--- src/rtl/alu_op_sequencer.sv ---
// Command/response sequencer for a 16-bit combinational ALU; wide (2*DATA_W) ops run as two beats.
// Optional statistics counters are enabled with `define ALU_SEQ_STATS_EN.
module alu_op_sequencer #(
  parameter int DATA_W = 16
) (
  input  logic                  clk,
  input  logic                  rst,
  input  logic                  cmd_valid,
  output logic                  cmd_ready,
  input  logic [3:0]            cmd_select,
  input  logic                  cmd_mode,
  input  logic                  cmd_wide,
  input  logic                  cmd_chain,
  input  logic                  cmd_carry_in,
  input  logic [2*DATA_W-1:0]   cmd_a,
  input  logic [2*DATA_W-1:0]   cmd_b,
  output logic [3:0]            alu_select,
  output logic                  alu_mode,
  output logic                  alu_carry_in,
  output logic [DATA_W-1:0]     alu_in_a,
  output logic [DATA_W-1:0]     alu_in_b,
  input  logic [DATA_W-1:0]     alu_out,
  input  logic                  alu_carry_out,
  input  logic                  alu_compare,
  output logic                  rsp_valid,
  input  logic                  rsp_ready,
  output logic [2*DATA_W-1:0]   rsp_result,
  output logic                  rsp_carry,
  output logic                  rsp_equal,
  output logic [15:0]           stat_ops,
  output logic [15:0]           stat_wide
);

  typedef enum logic [1:0] {IDLE, LO, HI, RESP} state_t;

  state_t            state;
  logic              wide_q;
  logic              chain_q;
  logic              cin_q;
  logic [DATA_W-1:0] a_hi_q;
  logic [DATA_W-1:0] b_hi_q;
  logic [DATA_W-1:0] res_lo;
  logic              eq_lo;

  assign cmd_ready = (state == IDLE) & ~rst;

  // Command fields and low-beat results carry no reset; they are only read in states reached after a load.
  always_ff @(posedge clk) begin
    if (cmd_valid && cmd_ready) begin
      wide_q  <= cmd_wide;
      chain_q <= cmd_chain;
      cin_q   <= cmd_carry_in;
      a_hi_q  <= cmd_a[2*DATA_W-1:DATA_W];
      b_hi_q  <= cmd_b[2*DATA_W-1:DATA_W];
    end
    if (state == LO) begin
      res_lo <= alu_out;
      eq_lo  <= alu_compare;
    end
  end

  always_ff @(posedge clk) begin
    if (rst) begin
      state        <= IDLE;
      alu_select   <= '0;
      alu_mode     <= 1'b0;
      alu_carry_in <= 1'b0;
      alu_in_a     <= '0;
      alu_in_b     <= '0;
      rsp_valid    <= 1'b0;
      rsp_result   <= '0;
      rsp_carry    <= 1'b0;
      rsp_equal    <= 1'b0;
    end else begin
      case (state)
        IDLE: begin
          alu_in_a <= '0;
          alu_in_b <= '0;
          if (cmd_valid) begin
            alu_select   <= cmd_select;
            alu_mode     <= cmd_mode;
            alu_carry_in <= cmd_carry_in;
            alu_in_a     <= cmd_a[DATA_W-1:0];
            alu_in_b     <= cmd_b[DATA_W-1:0];
            state        <= LO;
          end
        end
        LO: begin
          if (wide_q) begin
            alu_in_a     <= a_hi_q;
            alu_in_b     <= b_hi_q;
            alu_carry_in <= chain_q ? alu_carry_out : cin_q;
            state        <= HI;
          end else begin
            alu_in_a   <= '0;
            alu_in_b   <= '0;
            rsp_valid  <= 1'b1;
            rsp_result <= {{DATA_W{1'b0}}, alu_out};
            rsp_carry  <= alu_carry_out;
            rsp_equal  <= alu_compare;
            state      <= RESP;
          end
        end
        HI: begin
          alu_in_a   <= '0;
          alu_in_b   <= '0;
          rsp_valid  <= 1'b1;
          rsp_result <= {alu_out, res_lo};
          rsp_carry  <= alu_carry_out;
          rsp_equal  <= eq_lo & alu_compare;
          state      <= RESP;
        end
        RESP: begin
          if (rsp_ready) begin
            rsp_valid <= 1'b0;
            state     <= IDLE;
          end
        end
        default: state <= IDLE;
      endcase
    end
  end

`ifdef ALU_SEQ_STATS_EN
  function automatic logic [15:0] sat_inc(input logic [15:0] v);
    return (v == 16'hFFFF) ? v : v + 16'd1;
  endfunction

  always_ff @(posedge clk) begin
    if (rst) begin
      stat_ops  <= '0;
      stat_wide <= '0;
    end else if (rsp_valid && rsp_ready) begin
      stat_ops <= sat_inc(stat_ops);
      if (wide_q) stat_wide <= sat_inc(stat_wide);
    end
  end
`else
  assign stat_ops  = '0;
  assign stat_wide = '0;
`endif

endmodule

--- config.mk ---
export PLATFORM = sky130hd
export DESIGN_NAME = alu_op_sequencer
export DESIGN_NICKNAME = d
export VERILOG_FILES = /design/src/rtl/alu_op_sequencer.sv
export SDC_FILE = /design/constraint.sdc
export NUM_CORES = 1
export LEC_CHECK = 0
export ABC_AREA = 0
export BUFFER_PORTS_ARGS = -buffer_cell sky130_fd_sc_hd__buf_4
export CORE_MARGIN = 1.5
export CORE_UTILIZATION = 46
export CTS_BUF_LIST = sky130_fd_sc_hd__clkbuf_4 sky130_fd_sc_hd__clkbuf_8
export CTS_CLUSTER_DIAMETER = 60
export DETAILED_ROUTE_END_ITERATION = 10
export GPL_TIMING_DRIVEN = 0
export PLACE_DENSITY_LB_ADDON = 0.3
export SLEW_MARGIN = 30
export SYNTH_ARGS = -nofsm -noshare
export SYNTH_HDL_FRONTEND = slang
export SYNTH_SLANG_ARGS = --single-unit
--- constraint.sdc ---
create_clock -name clk -period 3.15 [get_ports clk]
set_input_delay 0.315 -clock clk [delete_from_list [all_inputs] [get_ports clk]]
set_output_delay 0.315 -clock clk [all_outputs]
set_load 0.01 [all_outputs]
**Yosys cells after proc, flatten, opt, wreduce, memory -nomap -nowiden**

Cells that the tools add are included.

- Equal/unequal tests: 7
- Bitwise logic cells: 3
- Multiplexer cells: 23
- Reduce and logical (&&, ||, !) cells: 11

Operator list:

| kind | count |
|---|---|
| one-hot mux 16 bit (3 select lines) | 2 |
| two-way mux 16 bit | 4 |
| one-hot mux 32 bit (2 select lines) | 1 |
| two-way mux 32 bit | 1 |
| two-way mux 1 bit | 8 |
| inequality test 2 bit (second input constant) | 4 |
| one-hot mux 2 bit (4 select lines) | 1 |
| one-hot mux 1 bit (2 select lines) | 3 |
| AND reduction 2 bit | 3 |
| AND reduction 3 bit | 2 |
| nonzero test 3 bit | 2 |
| == test 2 bit (second input constant) | 2 |
| two-way mux 2 bit | 2 |
| nonzero test 2 bit | 2 |
| one-hot mux 1 bit (3 select lines) | 1 |
| AND 1 bit | 2 |
| == test 2 x 1 -> 1 bit (second input constant) | 1 |
| zero test 2 bit | 1 |
| logical AND 1 bit | 1 |
| inverter 1 bit | 1 |

- Logic and storage cells: 61
- Bits of input ports: 94
- Bits in registers: 127
- Output and inout port bits: 106

**Longest topological paths before layout**

Gate-level depths: netlist of the first run.

- Depth in word-level cells: 3
- Gate-level depth with buffers: 7
- Depth with buffers taken out: 5

**Least setup slack after synthesis of the first run**

No wires, ideal clock.

- Kind: register to register
- Start: register state[0]
- End: register a_hi_q[0] (enable)
- Buffers on the path: 1
- Data required time: 2723 ps
- Path slack: 185 ps
- Setup time: 427 ps
- Arrival time: 2537 ps
- Cell stages (with the launch flop): 6
- Path through: dfxtp_1 -> inv_1 -> ha_1 -> clkbuf_1 -> nand2_1 -> nor2_1

- Longest elaborated chain between the ends: 3

RTL lines:

| what | RTL line | source |
|---|---|---|
| from (decl) | 36 | `state_t state;` |
| from (signal assigned) | 64 | `state <= IDLE;` |
| from (signal assigned) | 85 | `state <= LO;` |
| from (signal assigned) | 93 | `state <= HI;` |
| zero test 2 bit | 45 | `assign cmd_ready = (state == IDLE) & ~rst;` |
| AND 1 bit | 45 |  |
| logical AND 1 bit | 49 | `if (cmd_valid && cmd_ready) begin` |
| to (signal assigned) | 53 | `a_hi_q <= cmd_a[2*DATA_W-1:DATA_W];` |
| to (decl) | 40 | `logic [DATA_W-1:0] a_hi_q;` |

Every way passes these cells.
A chain may end at the register's enable or synchronous reset.

**Final worst setup path of the first run**

- Start: register state[0]
- End: register a_hi_q[3] (enable)

The elaborated chain is that of the path after synthesis.

==> results.sh, run 1 <==
export IMPL_status="completed"
export IMPL_ys_ff_latch=127
export IMPL_ctsHoldBuffers=0
export IMPL_firstDrtPassIters=5
export IMPL_min_to="b_hi_q[2]"
export IMPL_portBuffers=165
export IMPL_syn_area_um2=5440
export IMPL_globalRouteMet2Util_pct=35.8
export IMPL_synth_area_per_cell_um2=12.1
export IMPL_hold_path_class="in2reg"
export IMPL_die_y_um=112
export IMPL_synth_warnings=0
export IMPL_vias_per_cell=5.01
export IMPL_crit_required_ps=3290
export IMPL_clk_pin_slew_worst_paths_ps=80
export IMPL_slew_violations=0
export IMPL_busiest_layer="met2"
export IMPL_vias=4111
export IMPL_antenna_left=0
export IMPL_grt_pass1_vias=4067
export IMPL_cts_setup_buffers=0
export IMPL_drt_total_wl_um=13200
export IMPL_drive_gt1_share_pct=47.1
export IMPL_setup_tns_ps=0
export IMPL_timing_rr_end="a_hi_q[3]"
export IMPL_period_minus_slack_ps=2330
export IMPL_r2r_setup_slack_ps=820
export IMPL_power_density_nw_per_um2=823
export IMPL_yosysSeqAreaShare_pct=56.3
export IMPL_row_count=39
export IMPL_cts_max_level=4
export IMPL_skew_ps=9.13
export IMPL_setup_violations=0
export IMPL_area_growth_syn_to_layout_pct=35.8
export IMPL_tightest_slew_ps=736
export IMPL_slew_headroom_pct=50.9
export IMPL_ys_flop_type="dfxtp_1"
export IMPL_rr_startpoint="state[0]"
export IMPL_cts_root_buf="clkbuf_8"
export IMPL_critPathLaunchType="register"
export IMPL_synth_top_cells_by_area="edfxtp_1 (29%), dfxtp_1 (28%), a221oi_2 (8.3%)"
export IMPL_ys_types=33
export IMPL_fmax_ghz=0.430
export IMPL_grt_remaining_overflow=0
export IMPL_place_ws_ps=829
export IMPL_rsz0062_at_grt="false"
export IMPL_cts_sinks=127
export IMPL_routedWlPerCell_um=16.0
export IMPL_hold_viol=0
export IMPL_worstSkewPairLatency_ps=440
export IMPL_place_congestion=0.806
export IMPL_pin_count=200
export IMPL_synth_top_area_share_pct=28.7
export IMPL_placed_area_um2=7010
export IMPL_hpwl_um=9540
export IMPL_drt_iter0_drc=211
export IMPL_antenna_found_initial=0
export IMPL_ff2ff_path_depth=6
export IMPL_cts_buffer_depth=2
export IMPL_cts_tree="built"
export IMPL_drc=0
export IMPL_fp_coreArea_um2=11500
export IMPL_fin_crit_sh_pct=73.8
export IMPL_grt_start_max_net_pins=23
export IMPL_min_delay_path_depth=1
export IMPL_fin_area_um2=7380
export IMPL_numCtsBuffers=17
export IMPL_crit_path_max_fanout=22
export IMPL_die_x_um=112
export IMPL_grtUsageMet1_pct=26.5
export IMPL_synth_edf_count=52
export IMPL_fin_ws_ps=825
export IMPL_synth_cells=448
export IMPL_maxCapViolations=0
export IMPL_grt_use_total_pct=21.4
export IMPL_whs_ps=50.4
export IMPL_post_cts_resized=0
export IMPL_path_class="reg2reg"
export IMPL_synth_top_cell_by_area="edfxtp_1"
export IMPL_initial_utilization_pct=47.4
export IMPL_dieArea_um2=12500
export IMPL_async_reset_ff_share_pct=0
export IMPL_cp_end_kind="register"
export IMPL_nets=764
export IMPL_min_from="cmd_b[18]"
export IMPL_cp_arrival_ps=2460
export IMPL_met3_usage_pct=6.04
export IMPL_leakagePower_nw=3.05
export IMPL_grt_pass1_wl_um=20800
export IMPL_vdd_ir_drop_max_mv=0.505
export IMPL_nFillCells=939
export IMPL_diodes=0
## critical path, stage by stage, from the launching register on
cell	delay, ps
dfxtp_1	370
inv_1	150
ha_1	200
clkbuf_1	340
nand2_1	260
nor2_4	450
buf_16	240
## state kept, by name (all words and copies together), names as in the netlist
name / cells
alu_in_a: 16
chain_q: 1
alu_in_b: 16
alu_carry_in: 1
alu_select: 4
rsp_result: 32
b_hi_q: 16
eq_lo: 1
wide_q: 1
a_hi_q: 16
res_lo: 16
rsp_equal: 1
rsp_carry: 1
alu_mode: 1
rsp_valid: 1
cin_q: 1
state: 2
## layout make-up
cell class / instances / area [um2] / area share, %
buffer: 69 / 452 / 6.12
clock buffer: 17 / 234 / 3.17
clock inverter: 15 / 140 / 1.90
inverter: 4 / 15.0 / 0.203
multi-input combinational: 279 / 2030 / 27.5
sequential: 127 / 3060 / 41.5
tap: 143 / 179 / 2.42
timing repair buffer: 166 / 1270 / 17.2
## per-stage QoR
step	utilization, %	instances	power, mW
after floorplan	-	479	3.91
after global placement	60.8	787	4.70
after detailed placement	61.1	788	4.81
after CTS	64.4	820	6.12
after global routing	64.4	820	6.44
final	64.4	820	6.08
## layout by cell type, fill, tap and decap left out, types with 16 or more instances in the layout
cell / count
nor2b_1: 36
nand2_1: 25
nand3_1: 23
buf_4: 200
a21oi_1: 25
clkbuf_8: 17
nor3_2: 30
conb_1: 32
mux2i_1: 18
a211oi_1: 17
edfxtp_1: 52
a221oi_2: 30
nor2_1: 16
dfxtp_1: 75
## worst max path at each step
stage                     startpoint        end  slack [ps]  depth (start not counted)
after floorplan             state[0]  a_hi_q[0]         190                          5
after global placement      state[0]  a_hi_q[2]        -880                          5
after detailed placement    state[0]  a_hi_q[9]         830                          6
after CTS                   state[0]  a_hi_q[6]         820                          6
after global routing        state[0]  a_hi_q[6]         600                          6
final                       state[0]  a_hi_q[3]         820                          6
## kinds of logic after synthesis
kind of cell | after synthesis | share of synthesized area (%)
AOI/OAI and AO/OA | 83 | 14.5
adders and majority gates | 6 | 1.38
buffers and inverters | 73 | 8.58
DFF | 127 | 56.3
muxes | 19 | 3.52
other | 1 | 0.0690
and+or+nand+nor | 139 | 15.6
## report_power, final
group          switching [mW]  internal, mW  leakage [nW]
Combinational            1.35          1.08          1.78
Clock                   0.684         0.629         0.179
Sequential              0.189          2.14          1.10
## synthesized netlist by cell type, types with 12 or more instances
master    instances
a211oi_1         17
a21oi_1          25
a221oi_2         30
buf_2            12
buf_4            35
clkbuf_1         12
dfxtp_1          75
edfxtp_1         52
mux2i_1          18
nand2_1          25
nand3_1          23
nor2_1           17
nor2b_1          36
nor3_2           30
## routing by layer
metal / vias up / routed length, um
met4: 0 / 178
met3: 16 / 741
li1: 1992 / -
met1: 1954 / 5600
met2: 149 / 6630
met5: - / 0
No activity file was read; power rests on OpenSTA's default activity.
==> run 2, diff against run 1 <==
- CORE_UTILIZATION: 46 -> 51
- clock period: 3.15 -> 2.3 ns (I/O delays scaled with it)
==> results.sh, run 2 (synthesized netlist as in run 1, its figures left out) <==
export IMPL_skew_ps=10.4
export IMPL_vias_per_cell=5.04
export IMPL_ff2ff_path_depth=6
export IMPL_portBuffers=165
export IMPL_setup_violations=0
export IMPL_period_minus_slack_ps=2110
export IMPL_grt_pass1_vias=4435
export IMPL_place_congestion=0.807
export IMPL_grt_pass1_wl_um=22400
export IMPL_routedWlPerCell_um=16.6
export IMPL_fin_area_um2=7950
export IMPL_timing_rr_end="b_hi_q[0]"
export IMPL_cts_root_buf="clkbuf_8"
export IMPL_min_to="rsp_carry"
export IMPL_final_core_utilization_pct=77.0
export IMPL_path_class="reg2reg"
export IMPL_mostFrequentLayoutCells="buf_4 (203), dfxtp_1 (75), edfxtp_1 (52), dlygate4sd3_1 (52), nor2b_1 (36)"
export IMPL_diodes=0
export IMPL_power_density_nw_per_um2=1080
export IMPL_crit_path_max_fanout=10
export IMPL_dp_cells=781
export IMPL_r2r_setup_slack_ps=190
export IMPL_rsz0062_at_grt="false"
export IMPL_grt_start_max_net_pins=25
export IMPL_cts_tree="built"
export IMPL_power_mw=8.62
export IMPL_cts_buffer_depth=2
export IMPL_fp_coreArea_um2=10300
export IMPL_drc=0
export IMPL_firstDrtPassIters=5
export IMPL_slew_headroom_pct=53.2
export IMPL_final_common_cell="buf_4"
export IMPL_numCtsBuffers=17
export IMPL_leakagePower_nw=3.30
export IMPL_drt_total_wl_um=14400
export IMPL_antenna_left=0
export IMPL_crit_required_ps=2420
export IMPL_die_x_um=106
export IMPL_clk_pin_slew_worst_paths_ps=70
export IMPL_hold_viol=0
export IMPL_antenna_found_initial=0
export IMPL_largest_register="rsp_result"
export IMPL_placed_area_um2=7000
export IMPL_hpwl_um=9650
export IMPL_worstSkewPairLatency_ps=420
export IMPL_largest_reg_flops=32
export IMPL_dieArea_um2=11300
export IMPL_post_layout_nonfiller_instances=868
export IMPL_initial_utilization_pct=52.7
export IMPL_slew_violations=0
export IMPL_cp_arrival_ps=2240
export IMPL_drt_iter0_drc=203
export IMPL_rr_startpoint="state[0]"
export IMPL_fin_crit_sh_pct=91.9
export IMPL_pin_count=200
export IMPL_min_delay_path_depth=3
export IMPL_cts_sinks=127
export IMPL_cts_max_level=4
export IMPL_area_growth_syn_to_layout_pct=46.2
export IMPL_nets=819
export IMPL_grt_use_total_pct=26.2
export IMPL_drive_gt1_share_pct=43.9
export IMPL_min_from="alu_carry_out"
export IMPL_cp_end_kind="register"
export IMPL_status="completed"
export IMPL_vias=4376
export IMPL_critPathLaunchType="register"
export IMPL_fmax_ghz=0.473
export IMPL_nFillCells=697
export IMPL_grt_remaining_overflow=0
export IMPL_maxCapViolations=0
export IMPL_vdd_ir_drop_max_mv=0.811
export IMPL_hold_path_class="in2reg"
export IMPL_tightest_slew_ps=702
export IMPL_row_count=37
export IMPL_setup_tns_ps=0
export IMPL_die_y_um=106
run 2: cell types whose count changed in the layout (fill, tap and decap cells not counted):
cell	delta
buf_4	+3
bufinv_16	+2
clkbuf_4	+1
clkinv_1	+1
clkinv_2	+1
clkinv_4	-4
clkinvlp_4	-1
dlygate4sd3_1	+52
run 2: worst max-delay path by stage:
stage | start | endpoint | slack, ps
finish | state[0] | b_hi_q[0] | 190
global placement | state[0] | a_hi_q[9] | -210
global route | state[1] | rsp_result[28] | 30
CTS | state[1] | a_hi_q[12] | 1
floorplan | state[0] | a_hi_q[0] | 280
detailed placement | state[1] | rsp_result[28] | -40
run 2: critical path: stages, from the launching register on:
cell and delay [ps]:
dfxtp_1 360, inv_1 140, ha_1 180, clkbuf_1 380, nand2_1 280, nor2_4 250
buf_4 230
run 2: metrics by stage:
stage	setup slack, ps	hold slack [ps]
final	186	77.2
after global routing	28.6	60.0
after CTS	1.25	58.9
after detailed placement	-43.1	409
after global placement	-207	408
after floorplan	278	329
run 2: report_power, final:
part / switching (mW) / internal (mW)
registers: 0.260 / 2.94
logic: 1.91 / 1.55
clock network: 0.871 / 1.08
total: 3.05 / 5.57
run 2: layer usage:
| layer | global-route usage (%) | wire length [um] | up-vias |
|---|---|---|---|
| met5 | 0 | 0 | - |
| met4 | 9.75 | 268 | 0 |
| met3 | 5.64 | 819 | 18 |
| met2 | 46.7 | 7520 | 167 |
| met1 | 30.7 | 5780 | 2087 |
| li1 | - | - | 2104 |
run 2: cell type report:
cell class | instances | area, um2 | area share (%)
timing repair buffer | 221 | 1810 | 22.8
clock inverter | 14 | 166 | 2.09
multi-input combinational | 279 | 2030 | 25.6
inverter | 4 | 15.0 | 0.189
sequential | 127 | 3060 | 38.5
clock buffer | 18 | 241 | 3.04
tap | 136 | 170 | 2.14
buffer | 69 | 452 | 5.68
run 2: timing repair:
action	4_1_cts	5_1_grt
hold buffers	52	0
endpoints found under the setup margin	10	24
endpoints found under the hold margin	52	0
resized for setup	1	0
buffers inserted	0	3
pin swaps	0	1
